File: config.mk
export PLATFORM = sky130hd
export DESIGN_NAME = chk_fill_monitor
export DESIGN_NICKNAME = d
export VERILOG_FILES = /design/src/rtl/chk_fill_monitor_pkg.sv /design/src/rtl/chk_fill_classify.sv /design/src/rtl/chk_fill_monitor.sv
export SDC_FILE = /design/constraint.sdc
export NUM_CORES = 1
export LEC_CHECK = 0
export BUFFER_PORTS_ARGS = -buffer_cell sky130_fd_sc_hd__buf_4
export CORE_AREA = 2 2 171 173
export CTS_BUF_LIST = sky130_fd_sc_hd__clkbuf_4 sky130_fd_sc_hd__clkbuf_8 sky130_fd_sc_hd__clkbuf_16
export CTS_CLUSTER_SIZE = 24
export DETAILED_ROUTE_END_ITERATION = 6
export DIE_AREA = 0 0 173 175
export HOLD_SLACK_MARGIN = 0.05
export PLACE_DENSITY_LB_ADDON = 0.15
export SYNTH_ARGS = -nofsm -noshare
export SYNTH_HDL_FRONTEND = slang
export SYNTH_SLANG_ARGS = --single-unit
File: constraint.sdc
create_clock -name clk -period 3 [get_ports clk]
set_input_delay 0.15 -clock clk [delete_from_list [all_inputs] [get_ports clk]]
set_output_delay 0.15 -clock clk [all_outputs]
set_load 0.02 [all_outputs]
File: src/rtl/chk_fill_monitor_pkg.sv
// Shared PCS 25G fill-char constants and the 2-bit lane class encoding
// used by the RX pop-side fill checker.
package chk_fill_monitor_pkg;

  localparam int unsigned PCS_CHAR_W  = 48;
  localparam int unsigned SYNC_CODE_W = 37;
  localparam int unsigned SYNC_PAD_W  = PCS_CHAR_W - SYNC_CODE_W;

  localparam logic [PCS_CHAR_W-1:0]  ESC_CHAR  = 48'h1E1E_1E1E_1E1E;
  localparam logic [PCS_CHAR_W-1:0]  IDLE_CHAR = 48'h0707_0707_0707;
  localparam logic [SYNC_CODE_W-1:0] SYNC_CODE = 37'h1A_5A5A_5A5A;
  // SYNC is the 37-bit code in the upper bits with an all-zero pad below
  localparam logic [PCS_CHAR_W-1:0]  SYNC_CHAR = {SYNC_CODE, SYNC_PAD_W'(0)};

  typedef enum logic [1:0] {
    CLS_ESC  = 2'd0,
    CLS_IDLE = 2'd1,
    CLS_SYNC = 2'd2,
    CLS_BAD  = 2'd3
  } fill_cls_e;

  typedef enum logic [1:0] {
    ST_WAIT_FIRST = 2'd0,
    ST_RUN        = 2'd1,
    ST_TIMEOUT    = 2'd2
  } mon_state_e;

endpackage

File: src/rtl/chk_fill_classify.sv
// Combinational classifier: one fill-char lane to its 2-bit class.
module chk_fill_classify
  import chk_fill_monitor_pkg::*;
#(
  parameter int unsigned CHAR_W = 48
) (
  input  logic [CHAR_W-1:0] lane_i,
  output fill_cls_e         cls_c
);

  always_comb begin
    cls_c = CLS_BAD;
    if (lane_i == CHAR_W'(ESC_CHAR)) begin
      cls_c = CLS_ESC;
    end else if (lane_i == CHAR_W'(IDLE_CHAR)) begin
      cls_c = CLS_IDLE;
    end else if (lane_i == CHAR_W'(SYNC_CHAR)) begin
      cls_c = CLS_SYNC;
    end
  end

endmodule

File: src/rtl/chk_fill_monitor.sv
// Pop-side fill-char monitor: registered per-word verdict, saturating counters,
// first-error capture and a pop-starvation timeout FSM.
module chk_fill_monitor
  import chk_fill_monitor_pkg::*;
#(
  parameter int unsigned NCHAR   = 4,
  parameter int unsigned CHAR_W  = 48,
  parameter bit          UNIFORM = 1'b1,
  parameter int unsigned TIMEOUT = 10000,
  parameter int unsigned CNT_W   = 16
) (
  input  logic                    clk,
  input  logic                    reset,
  input  logic                    pop,
  input  logic [NCHAR*CHAR_W-1:0] data,
  output logic                    correct,
  output logic                    err_sticky,
  output logic                    timeout,
  output logic [CNT_W-1:0]        word_cnt,
  output logic [CNT_W-1:0]        err_cnt,
  output logic [NCHAR*CHAR_W-1:0] first_err_data,
  output logic [CNT_W-1:0]        first_err_idx
);

  localparam int unsigned DATA_W = NCHAR * CHAR_W;
  localparam logic [CNT_W-1:0] CNT_SAT = '1;
  localparam longint unsigned CNT_MAX_L = (64'(1) << CNT_W) - 64'(1);

  if (64'(TIMEOUT) > CNT_MAX_L) begin : g_bad_timeout
    $error("chk_fill_monitor: TIMEOUT does not fit in the CNT_W-bit gap counter");
  end

  fill_cls_e cls [NCHAR];
  logic      word_ok_c;

  for (genvar i = 0; i < NCHAR; i++) begin : g_lane
    chk_fill_classify #(.CHAR_W(CHAR_W)) u_classify (
      .lane_i (data[i*CHAR_W +: CHAR_W]),
      .cls_c  (cls[i])
    );
  end

  // Uniform mode additionally requires every lane to match lane 0
  always_comb begin
    word_ok_c = 1'b1;
    for (int unsigned i = 0; i < NCHAR; i++) begin
      if (cls[i] == CLS_BAD) word_ok_c = 1'b0;
      if (UNIFORM && (cls[i] != cls[0])) word_ok_c = 1'b0;
    end
  end

  mon_state_e             state_q, state_d;
  logic [CNT_W-1:0]       gap_q, gap_d;
  logic                   correct_q, correct_d;
  logic                   sticky_q, sticky_d;
  logic                   timeout_q, timeout_d;
  logic [CNT_W-1:0]       wcnt_q, wcnt_d;
  logic [CNT_W-1:0]       ecnt_q, ecnt_d;
  logic [DATA_W-1:0]      cap_data_q, cap_data_d;
  logic [CNT_W-1:0]       cap_idx_q, cap_idx_d;

  always_comb begin
    state_d    = state_q;
    gap_d      = gap_q;
    correct_d  = !pop || word_ok_c;
    sticky_d   = sticky_q;
    timeout_d  = timeout_q;
    wcnt_d     = wcnt_q;
    ecnt_d     = ecnt_q;
    cap_data_d = cap_data_q;
    cap_idx_d  = cap_idx_q;

    if (pop) begin
      if (wcnt_q != CNT_SAT) wcnt_d = wcnt_q + CNT_W'(1);
      if (!word_ok_c) begin
        if (ecnt_q != CNT_SAT) ecnt_d = ecnt_q + CNT_W'(1);
        if (!sticky_q) begin
          sticky_d   = 1'b1;
          cap_data_d = data;
          cap_idx_d  = wcnt_q;
        end
      end
    end

    // A pop on the expiry cycle wins over the timeout
    case (state_q)
      ST_WAIT_FIRST: begin
        gap_d = '0;
        if (pop) state_d = ST_RUN;
      end
      ST_RUN: begin
        if (pop) begin
          gap_d = '0;
        end else begin
          if (gap_q != CNT_W'(TIMEOUT)) gap_d = gap_q + CNT_W'(1);
          if (gap_q == CNT_W'(TIMEOUT - 1)) begin
            state_d   = ST_TIMEOUT;
            timeout_d = 1'b1;
          end
        end
      end
      ST_TIMEOUT: begin
        timeout_d = 1'b1;
      end
      default: begin
        state_d = ST_WAIT_FIRST;
        gap_d   = '0;
      end
    endcase
  end

  always_ff @(posedge clk) begin
    if (reset) begin
      state_q    <= ST_WAIT_FIRST;
      gap_q      <= '0;
      correct_q  <= 1'b1;
      sticky_q   <= 1'b0;
      timeout_q  <= 1'b0;
      wcnt_q     <= '0;
      ecnt_q     <= '0;
      cap_data_q <= '0;
      cap_idx_q  <= '0;
    end else begin
      state_q    <= state_d;
      gap_q      <= gap_d;
      correct_q  <= correct_d;
      sticky_q   <= sticky_d;
      timeout_q  <= timeout_d;
      wcnt_q     <= wcnt_d;
      ecnt_q     <= ecnt_d;
      cap_data_q <= cap_data_d;
      cap_idx_q  <= cap_idx_d;
    end
  end

  assign correct        = correct_q;
  assign err_sticky     = sticky_q;
  assign timeout        = timeout_q;
  assign word_cnt       = wcnt_q;
  assign err_cnt        = ecnt_q;
  assign first_err_data = cap_data_q;
  assign first_err_idx  = cap_idx_q;

endmodule

# [Yosys cells after proc, flatten, opt, wreduce, memory -nomap -nowiden]
# Index checks and enable logic that the tools add are counted.
[word_totals] ramBits=0 word_cells=84 register_bits=261 input_bits=195 mem_bits_ro=0 n_memories=0 out_inout_bits=243 latchBits=0
[classes] eq_ne=29 muxes=29 n_addsub=3 reduce_logical=11 n_bitwise=3 order_cmp=0 div=0 shifts=0 n_mul=0
[op_table] operator="equality test 48 x 43 -> 1 bit, second input constant" n=4
[op_table] operator="equality test 48 x 45 -> 1 bit, second input constant" n=4
[op_table] operator="equality test 48 bit, second input constant" n=4
[op_table] operator="adder 16 x 1 -> 16 bit, second input constant" n=3
[op_table] operator="2-to-1 mux 16 bit" n=2
[op_table] operator="inequality test 16 bit, second input constant" n=2
[op_table] operator="one-hot mux 16 bit (2 select lines)" n=1
[op_table] operator="2-to-1 mux 2 bit" n=11
[op_table] operator="equality test 16 x 14 -> 1 bit, second input constant" n=1
[op_table] operator="inequality test 16 x 14 -> 1 bit, second input constant" n=1
[op_table] operator="2-to-1 mux 1 bit" n=13
[op_table] operator="equality test 2 bit, second input constant" n=5
[op_table] operator="AND reduction 3 bit" n=3
[op_table] operator="inequality test 2 bit" n=3
[op_table] operator="inequality test 2 bit, second input constant" n=3
[op_table] operator="one-hot mux 2 bit (3 select lines)" n=1
[op_table] operator="AND reduction 2 bit" n=3
[op_table] operator="AND reduction 4 bit" n=1
[op_table] operator="inequality test 3 bit, second input constant" n=1
[op_table] operator="inverter 1 bit" n=3
[op_table] operator="equality test 2 x 1 -> 1 bit, second input constant" n=1
[op_table] operator="logical NOT 2 bit" n=1
[op_table] operator="one-hot mux 1 bit (2 select lines)" n=1
[op_table] operator="nonzero test 2 bit" n=1
[op_table] operator="2 further kinds" n=2

# [Logic depth before layout (Yosys ltp)]
[depth] word_depth=14 ltp_mapped=12

# [Hierarchy]
# From an unflattened synthesis, not the netlist that was laid out.
[hier_totals] cells_unflattened=1361 area_unflattened_um2=10973.0
[by_module_without_submodules] mod="chk_fill_monitor" cells_per_inst=1209 n_inst=1 seq_area_each_um2=5225.0 area_per_inst_um2=9831.9
[by_module_without_submodules] mod="chk_fill_classify" cells_per_inst=38 n_inst=4 seq_area_each_um2=0.0 area_per_inst_um2=285.3

# [Worst setup path before layout]
# OpenSTA, ideal clock, no wires.
[synth_path] kind="input to register" start="input port data[150]" end="register cap_data_q[130] (netlist: first_err_data[130])" cell_stages=12 arrival_ns=2.514 required_time_ns=2.872 slack_ns=0.359 path_cell_list="nor4_2 > nand4_1 > o32a_1 > or4_1 > mux2_2 > o211ai_2 > and2b_1 > buf_6 > buf_6 > buf_6 > mux2i_1 > nor2_1"
[synth_via] elab_chain_len=9 word_cells_on_any_way=12 cone_classes="eq/ne: 5; mux: 5; bitwise: 1; reduce/logical: 1"
[synth_rtl] element="start: declaration" line="chk_fill_monitor.sv:15" source="input logic [NCHAR*CHAR_W-1:0] data,"
[synth_rtl] element="equality test 48 bit" line="chk_fill_classify.sv:17" source="end else if (lane_i == CHAR_W'(SYNC_CHAR)) begin"
[synth_rtl] element="2-to-1 mux 1 bit" line="chk_fill_classify.sv:17"
[synth_rtl] element="2-to-1 mux 2 bit" line="chk_fill_classify.sv:15" source="end else if (lane_i == CHAR_W'(IDLE_CHAR)) begin"
[synth_rtl] element="2-to-1 mux 2 bit *" line="chk_fill_classify.sv:13" source="if (lane_i == CHAR_W'(ESC_CHAR)) begin"
[synth_rtl] element="equality test 2 bit" line="chk_fill_monitor.sv:47" source="if (cls[i] == CLS_BAD) word_ok_c = 1'b0;"
[synth_rtl] element="2-to-1 mux 1 bit" line="chk_fill_monitor.sv:47"
[synth_rtl] element="2-to-1 mux 1 bit *" line="chk_fill_monitor.sv:48" source="if (UNIFORM && (cls[i] != cls[0])) word_ok_c = 1'b0;"
[synth_rtl] element="inverter 1 bit (no line) *"
[synth_rtl] element="AND reduction 3 bit (no line) *"
[synth_rtl] element="end signal: assignment" line="chk_fill_monitor.sv:131" source="cap_data_q <= cap_data_d;"
[synth_rtl] element="end: declaration" line="chk_fill_monitor.sv:59" source="logic [DATA_W-1:0] cap_data_q, cap_data_d;"
# Mark *: on every way between the ends. The rest lies on a longest branch, timed or not.
# A chain may end at the register's enable or synchronous reset.

# [Final worst setup path]
[layout_path] start="input port data[177]" end="register cap_data_q[105] (netlist: first_err_data[105])"
# Same word-level chain as after synthesis.

==> key figures <==
Outcome
  • Status: completed

Worst setup path
  • Crit path kind: in -> reg
  • R2r setup slk: around 0.67 ns
  • Critical Path Start Type: input pin
  • CP Capture Type: register
  • Worst path required time: ~3.4 ns
  • Reg2reg end: word_cnt[5]
  • Reg-to-Reg Start: word_cnt[5]
  • FF-to-FF path depth: 9
  • Worst-path maximum fanout: 23
  • Data arrival, critical path: roughly 3.3 ns

Logic synthesis
  • Area fraction of the dominant cell type after synthesis: 48.1%
  • Register area share after synthesis: between 40% and 50%
  • Syn Nets: between 1000 and 1500
  • Dominant cell type by area after synthesis: dfxtp_1
  • Top post-synthesis cells by area: dfxtp_1 (48%), mux2i_1 (19%), nor2_1 (9.2%), nor4bb_1 (2.6%), nand4_1 (2.0%)
  • Yosys reg bits: roughly 260
  • FFs w/ async S/R, synth: 0%
  • Post-synthesis cell type count: 52
  • Mapped Cells: between 1000 and 1500
  • Number of enable flip-flop cells after synthesis: 0
  • Yosys warnings: 0
  • Syn_area_per_cell: approximately 10 µm²
  • Cell Area, Synth: between 0.01 and 0.015 mm²
  • Predominant post-synthesis flop cell: dfxtp_1

Clock tree
  • Clock slew at reported path FFs: around 0.06 ns
  • Clock Latency Late Sink: ~0.54 ns
  • Clk root buf: clkbuf_16
  • CTS tree: done
  • # clock sinks: 261
  • CTS Buf Count: 29
  • H-tree depth: 1
  • Clock buffer depth: 3

Place
  • Detailed Place HPWL: a little under 30000 µm
  • Post-DP Area: 0.0147 mm²
  • Routability cong.: about 0.84
  • Port Buf Inserts: 437

Route
  • Initial drt markers: between 500 and 600
  • Post-route ant nets: 0
  • Vias: between 10000 and 15000
  • DRT Wirelength: 40900 µm
  • First-pass detailed-route iteration total: 5
  • Vias per inst: approximately 5
  • # DRC: 0
  • Post-DR wirelength/cell: ~19 µm

STA
  • Max-slew violation count: 0
  • Final hold vios: 0
  • Hold Slack: 0.130 ns
  • # setup viols final: 0
  • RSZ-0062 raised after global routing: yes
  • Min Clock Period, post-route: around 3 ns
  • Clock Skew: slightly below 0.02 ns
  • Max-slew headroom: 47.1%
  • Worst-margin pin slew: about 0.79 ns
  • Fin crit share: between 90 and 100%
  • FMAX: roughly 0.34 GHz

GRT
  • Final global-route overflow total: 0
  • First-pass GRT wire length: 61000 µm
  • All-Layer GR Usage: about a quarter
  • Number of global-route vias before repair: around 11000
  • Largest net degree at the start of global routing: around 110
  • Initial antenna violation count: 0

Die
  • DIE AREA: 0.0303 mm²
  • IO Pins: between 400 and 500
  • Die height: approximately 180 µm
  • Initial Util: around two fifths
  • Core region area: between 0.02 and 0.03 mm²
  • Die W: roughly 170 µm
  • # rows: 62

Final layout
  • Fill count: 2375
  • Final instance area: 0.0178 mm²
  • Share of layout cells above drive strength 1: 31.5%
  • Area growth from synthesis to layout: 63.6%
  • Diodes inserted: 0
  • Final net count: just under 2000

Power and ir drop
  • Pleak: slightly above 8 nW
  • P per Cell Area: roughly 500 mW/mm²
  • Maximum vdd ir drop: approximately 0.36 mV
  • Final total power: a little under 9 mW

Flow run
  • Max-Cap Viols: 0

Hold path
  • Hold_sp: reset
  • Worst min-delay path endpoint: err_cnt[2]
  • Hold path depth: 2
  • Hold WC Path Type: in -> reg
[per-stage QoR]
stage          setup WS [ns]  setup TNS (ns)  utilization, %  cells
6_report              0.0724               0            62.6   2166
5_1_grt              -0.0169         -0.0550            62.6   2166
4_1_cts              0.00639               0            61.7   2160
3_5_place_dp          -0.426          -67.42            51.8   1920
3_3_place_gp          -0.376          -56.49            51.8   1920
2_1_floorplan          0.359               0               -   1105
[cell families after synthesis]
logic type,count (synthesis),synth area share (%)
flip-flops,261,48.1
AO/OA/AOI/OAI,40,2.32
buffers and inverters,64,3.57
multiplexers,214,19.8
AND/OR/NAND/NOR,494,23.5
XOR/XNOR,28,2.26
adder cells (fa/ha/maj),4,0.461
[cell usage after synthesis (all sizes together) (2+ instances only)]
| cell | n |
|---|---|
| mux2 | 4 |
| nand3b | 3 |
| nor2b | 9 |
| nor4b | 17 |
| ha | 4 |
| nand4b | 3 |
| a21o | 3 |
| and2 | 3 |
| nor4bb | 28 |
| nand3 | 22 |
| buf | 24 |
| nor3b | 3 |
| o211ai | 2 |
| and3 | 10 |
| xnor2 | 9 |
| dfxtp | 261 |
| nor4 | 17 |
| and4 | 4 |
| or3 | 10 |
| mux2i | 210 |
| clkbuf | 28 |
| o31ai | 3 |
| nand2 | 30 |
| nor3 | 11 |
| or4 | 5 |
| and4b | 12 |
| nor2 | 266 |
| a21oi | 14 |
| xor2 | 19 |
| nand4 | 35 |
| inv | 12 |
| o21ai | 9 |
[timing repair]
item	CTS	global route
buffers inserted	0	3
resized for setup	0	29
hold buffers	193	0
setup endpoints to repair	0	221
endpoints found under the hold margin	193	0
[sequential cells by signal (all words and copies together), names as in the netlist]
name            cells
correct             1
err_cnt            16
err_sticky          1
first_err_data    192
first_err_idx      16
gap_q              16
state_q             2
timeout             1
word_cnt           16
[cells in the final DEF, fill, tap and decap left out, types with 12 or more instances in the layout]
cell type      synthesis  layout
a21oi_1               14      14
and4b_1               12      12
buf_4                  8     477
clkbuf_16              0      31
dfxtp_1              261     261
dlygate4sd3_1          0     193
inv_1                 12      12
mux2i_1              210     209
nand2_1               30      30
nand3_1               22      22
nand4_1               35      35
nor2_1               266     266
nor4b_1               17      15
nor4bb_1              28      21
xor2_1                19      19
[layer usage]
layer,wire length (µm),GRT usage [%]
met1,16800,30.0
met2,20000,44.7
met4,1380,9.04
met5,0,0
met3,2660,5.74
[critical path: stages]
cell and delay (ns):
dlygate4sd3_1 0.53, buf_4 0.11, nor4bb_1 0.40, nand2_1 0.23, or4_1 0.57, a21o_1 0.17, a22oi_1 0.14, buf_4 0.15
o211ai_4 0.09, and2b_4 0.26, buf_16 0.20, mux2i_2 0.22, nor2_1 0.07
[how the worst max path moves through the flow]
stage,startpoint,to,depth (start not counted)
after floorplan,data[150],first_err_data[130],12
after global placement,data[167],first_err_data[65],12
after detailed placement,data[167],first_err_data[75],12
after CTS,data[18],first_err_data[75],13
after global routing,data[176],first_err_data[10],11
final,data[177],first_err_data[105],13
[cell type report]
cell class / count / area (µm²) / share of cell area (%)
Multi-Input combinational cell: 781 / 5400 / 30.4
Clock buffer: 44 / 863 / 4.86
Timing Repair Buffer: 681 / 5730 / 32.3
Sequential cell: 261 / 5230 / 29.4
Inverter: 12 / 45.0 / 0.254
Tap cell: 384 / 480 / 2.70
Clock inverter: 3 / 18.8 / 0.106
[where the power goes]
part / total, mW / internal (mW) / switching [mW]
Combinational: 1.72 / 0.868 / 0.852
Clock: 3.34 / 1.96 / 1.38
Sequential: 3.77 / 3.66 / 0.116
Power figures use the tool's default switching activity.
